<file path="config.mk">
export PLATFORM = sky130hd
export DESIGN_NAME = mul_seq_arbiter
export DESIGN_NICKNAME = d
export VERILOG_FILES = /design/src/rtl/mul_seq_pkg.sv /design/src/rtl/mul_seq_arbiter_rr_pick.sv /design/src/rtl/mul_seq_arbiter.sv
export SDC_FILE = /design/constraint.sdc
export NUM_CORES = 1
export LEC_CHECK = 0
export BUFFER_PORTS_ARGS = -buffer_cell sky130_fd_sc_hd__buf_2
export CAP_MARGIN = 20
export CORE_MARGIN = 1
export CORE_UTILIZATION = 38
export CTS_BUF_LIST = sky130_fd_sc_hd__clkbuf_4
export DETAILED_ROUTE_END_ITERATION = 8
export PLACE_DENSITY = 0.79
export SLEW_MARGIN = 0
export SYNTH_ARGS = -nofsm -noshare
export SYNTH_HDL_FRONTEND = slang
export SYNTH_SLANG_ARGS = --single-unit
</file>
<file path="constraint.sdc">
create_clock -name clk -period 1.9 [get_ports clk]
set_input_delay 0.19 -clock clk [delete_from_list [all_inputs] [get_ports clk]]
set_output_delay 0.19 -clock clk [all_outputs]
set_load 0.02 [all_outputs]
</file>
<file path="src/rtl/mul_seq_pkg.sv">
// mul_seq_pkg: shared state encoding and default width for the multiplier sequencer
package mul_seq_pkg;
    localparam int W_DEF = 16;
    localparam logic [2:0] S_IDLE   = 3'd0;
    localparam logic [2:0] S_LOAD_A = 3'd1;
    localparam logic [2:0] S_LOAD_B = 3'd2;
    localparam logic [2:0] S_ACC    = 3'd3;
    localparam logic [2:0] S_DONE   = 3'd4;
endpackage

</file>
<file path="src/rtl/mul_seq_arbiter_rr_pick.sv">
// rr_pick: combinational round-robin selector, first pending request at or after ptr
module rr_pick #(
    parameter int NREQ = 2,
    parameter int IDW  = 1
) (
    input  logic [NREQ-1:0] req,
    input  logic [IDW-1:0]  ptr,
    output logic [IDW-1:0]  idx,
    output logic            valid
);
    always_comb begin
        idx   = '0;
        valid = |req;
        for (int k = NREQ - 1; k >= 0; k--) begin
            if (req[(int'(ptr) + k) % NREQ]) idx = IDW'((int'(ptr) + k) % NREQ);
        end
    end
endmodule

</file>
<file path="src/rtl/mul_seq_arbiter.sv">
// mul_seq_arbiter: round-robin sequencer sharing one repeated-addition multiplier datapath
// MUL_OPSWAP_EN: load max(a,b) into A and min(a,b) into the B counter to shorten accumulation
module mul_seq_arbiter
    import mul_seq_pkg::*;
#(
    parameter int W    = W_DEF,
    parameter int NREQ = 2,
    parameter int IDW  = $clog2(NREQ)
) (
    input  logic            clk,
    input  logic            rst,
    input  logic [NREQ-1:0] req,
    input  logic [NREQ*W-1:0] op_a,
    input  logic [NREQ*W-1:0] op_b,
    output logic [NREQ-1:0] ack,
    output logic [W-1:0]    result,
    output logic            busy,
    output logic [IDW-1:0]  gnt_id,
    output logic            ld_a,
    output logic            ld_b,
    output logic            ld_p,
    output logic            clr_p,
    output logic            dec_b,
    output logic [W-1:0]    dp_bus,
    input  logic            eqz,
    input  logic [W-1:0]    dp_p
);
    logic [2:0]     state;
    logic [IDW-1:0] ptr;
    logic [IDW-1:0] pick;
    logic           pick_v;
    logic [W-1:0]   a_sel;
    logic [W-1:0]   b_sel;
    logic [W-1:0]   first_op;
    logic [W-1:0]   second_op;

    rr_pick #(.NREQ(NREQ), .IDW(IDW)) u_pick (
        .req   (req),
        .ptr   (ptr),
        .idx   (pick),
        .valid (pick_v)
    );

    always_ff @(posedge clk or posedge rst) begin
        if (rst) begin
            state  <= S_IDLE;
            gnt_id <= '0;
            ptr    <= '0;
            result <= '0;
        end else begin
            case (state)
                S_IDLE: if (pick_v) begin
                    gnt_id <= pick;
                    ptr    <= (pick == IDW'(NREQ - 1)) ? '0 : pick + IDW'(1);
                    state  <= S_LOAD_A;
                end
                S_LOAD_A: state <= S_LOAD_B;
                S_LOAD_B: state <= S_ACC;
                S_ACC: if (eqz) begin
                    result <= dp_p;
                    state  <= S_DONE;
                end
                default: state <= S_IDLE;
            endcase
        end
    end

    assign a_sel = op_a[gnt_id*W +: W];
    assign b_sel = op_b[gnt_id*W +: W];

`ifdef MUL_OPSWAP_EN
    logic swap;
    assign swap      = b_sel > a_sel;
    assign first_op  = swap ? b_sel : a_sel;
    assign second_op = swap ? a_sel : b_sel;
`else
    assign first_op  = a_sel;
    assign second_op = b_sel;
`endif

    // Accumulate and count down together so B reaching zero marks the finished product
    assign ld_a   = state == S_LOAD_A;
    assign ld_b   = state == S_LOAD_B;
    assign clr_p  = state == S_LOAD_B;
    assign ld_p   = state == S_ACC && !eqz;
    assign dec_b  = state == S_ACC && !eqz;
    assign busy   = state != S_IDLE;
    assign dp_bus = ld_a ? first_op : ld_b ? second_op : '0;
    assign ack    = (state == S_DONE) ? NREQ'(1) << gnt_id : '0;
endmodule
</file>
==> flow_summary_export.csv <==
group,metric,value,unit
timing,setup_violations,0,
place,portBuffers,125,
timing,final_hold_viol_count,0,
route,drt-total-wl,4.04,mm
place,place.gp.congestion,0.639,
global_routing,grt_pass1_wl,5.53,mm
timing,clock-skew-final,0.0139,ns
logic_synthesis,syn_area_per_cell,12.3,um^2
clock_tree,cts_root_buffer,"clkbuf_4",
logic_synthesis,syn_area,1510,um^2
global_routing,grt_start_max_net_pins,22,
job,drv_cap,0,
route,drtIter0Drc,37,
route,ant_nets,0,
die,die_w,65.0,um
route,post-route-drc-count,0,
layout,drive_gt1_share,72.4,%
clock_tree,clk_latency,0.30,ns
setup_path,cp-start-kind,"flip-flop",
setup_path,crit_required,1.71,ns
hold_path,min_path_type,"in2async",
route,avgRoutedWirePerCell,13.7,um
pwr,p_per_area,1700,nW/um^2
timing,min_period,1.87,ns
pwr,leakage,1.30,nW
die,pin_count,126,
logic_synthesis,syn_inst,122,
layout,num_antenna_cells,0,
layout,nets,332,
global_routing,antenna_found_initial,0,
status,outcome,"finished clean",
timing,worst_slew_pin_slew,0.776,ns
die,initial_core_util,40.2,%
timing,finalCritPeriodShare,98.2,%
timing,relSlewSlack,48.2,%
setup_path,critPathKind,"reg2out",
logic_synthesis,yosys_warnings,0,
layout,final_util,61.4,%
pwr,ir_drop,0.000819,V
logic_synthesis,yosys.area.top_type,"dfrtp_1",
route,vias_per_cell,4.96,
setup_path,critPathMaxFanout,17,
clock_tree,htreeDepth,1,
global_routing,grt_pass1_vias,1292,
logic_synthesis,synth_seq_cells,21,
clock_tree,cts.sinks,21,
logic_synthesis,ys_seq_area_share,34.9,%
route,vias,1459,
logic_synthesis,synth_top_cell_area_share,34.9,%
clock_tree,cts-hold-fix-buffers,0,
layout,syn_to_final_growth,52.6,%
global_routing,grt.total_usage,16.5,%
timing,fmax,0.536,GHz
timing,grt_setup_unrepaired,"true",
clock_tree,clk_path_buf_depth,2,
logic_synthesis,syn-num-nets,207,
clock_tree,clk_pin_slew,0.12,ns
clock_tree,cts_tree,"done",
layout,n_fill_cell,300,
timing,drv_slew,0,
die,core_area,3740,um^2
die,die_h,65.0,um
place,dpl.hpwl,2.92,mm
logic_synthesis,synthTopCellsByArea,"dfrtp_1 35%, mux2i_1 22%, mux2_4 9.0%, o22ai_2 7.5%, buf_6 5.2%",
clock_tree,numCtsBuffers,3,
die,rows,22,
setup_path,crit_arrival,1.68,ns
timing,fin_tns_setup,0,ns
setup_path,end_kind,"output pin",
route,first_pass_iters,4,
die,dieArea,4220,um^2
logic_synthesis,synth.distinct_cells,25,
global_routing,grt_overflow_total,0,
## through the flow
stage | instances | worst slack [ns] | hold slack (ns) | area (um^2) | power [mW]
after floorplan | 122 | 0.122 | 0.167 | 1510 | 2.77
after global placement | 287 | 0.216 | 0.363 | 2140 | 3.35
after detailed placement | 287 | 0.179 | 0.374 | 2140 | 3.40
after CTS | 291 | 0.0149 | 0.0281 | 2200 | 3.69
after global routing | 294 | -0.0182 | 0.0737 | 2300 | 4.12
final | 294 | 0.0347 | 0.00725 | 2300 | 3.90
## flip-flops by register name (all words and copies together), names as in the netlist
| signal | count |
|---|---|
| result | 16 |
| state | 3 |
| ptr | 1 |
| gnt_id | 1 |
## logic make-up after synthesis
family	synth area share, %
buffers and inverters	8.89
DFF	34.9
and+or+nand+nor	8.56
AOI/OAI and AO/OA	11.5
muxes	36.1
## cell type report
cell class	instances	area (um^2)	area share, %
clock inverter	1	5.00	0.218
inverter	4	15.0	0.653
multi-input combinational	83	896	39.0
tap	48	60.1	2.61
clock buffer	3	22.5	0.980
sequential	21	527	22.9
timing repair buffer	134	773	33.6
## worst max-delay path, cell delays in order, from the launching register on
cell and delay (ns):
dfrtp_1 0.41, buf_6 0.14, or3b_4 0.38, buf_12 0.17
o22ai_2 0.08, buf_2 0.19
## layout by cell type, fill, tap and decap left out, types with 3 or more instances in the layout
cell type and n:
mux2i_1 33, o22ai_2 16, mux2_4 9, buf_12 3, buf_2 111, inv_1 3, clkbuf_4 3, mux2_2 7
dfrtp_1 20, nor3_1 3, buf_4 18
## repair_timing
item                                    4_1_cts  5_1_grt
gates resized for setup                       9       20
endpoints found under the setup margin       18       13
buffers inserted                              0        3
## synth_stat cells
cell type	number
or4b_4	1
o22ai_1	7
dfrtp_1	21
and2_1	1
mux2i_1	33
inv_1	3
a2111oi_0	1
buf_6	7
nor2_1	1
nor3_1	3
nand4b_4	1
buf_2	5
o22ai_2	9
o22a_1	1
or3_2	1
nand2_1	1
and3_1	1
and3_2	1
or3b_1	2
nor2b_1	1
nor4b_1	2
buf_4	2
mux2_4	9
mux2_2	7
inv_2	1
## metal layers
layer  vias up  wire length (um)  global-route usage, %
li1        702                 -                      -
met1       674              1480                   16.8
met2        79              2150                   33.1
met3         4               376                   3.70
met4         0                36                   4.17
met5         -                 0                      0
## worst paths after layout
kind / startpoint / endpoint / slack [ns] / cells after the start
worst max register to register: state[0] / gnt_id / 0.41 / 4
worst min-delay path: rst / result[12] / 0.007 / 2
max in group asynchronous: rst / gnt_id / 1.37 / 2
min in group clk: dp_p[10] / result[10] / 0.11 / 2
worst min register to register: ptr / ptr / 0.48 / 1
worst max-delay path: state[2] / dp_bus[13] / 0.03 / 5
## power breakdown
group / internal, mW / switching [mW]
logic: 1.40 / 1.49
clock network: 0.0783 / 0.128
registers: 0.675 / 0.133
(Power assumes the default switching activity.)
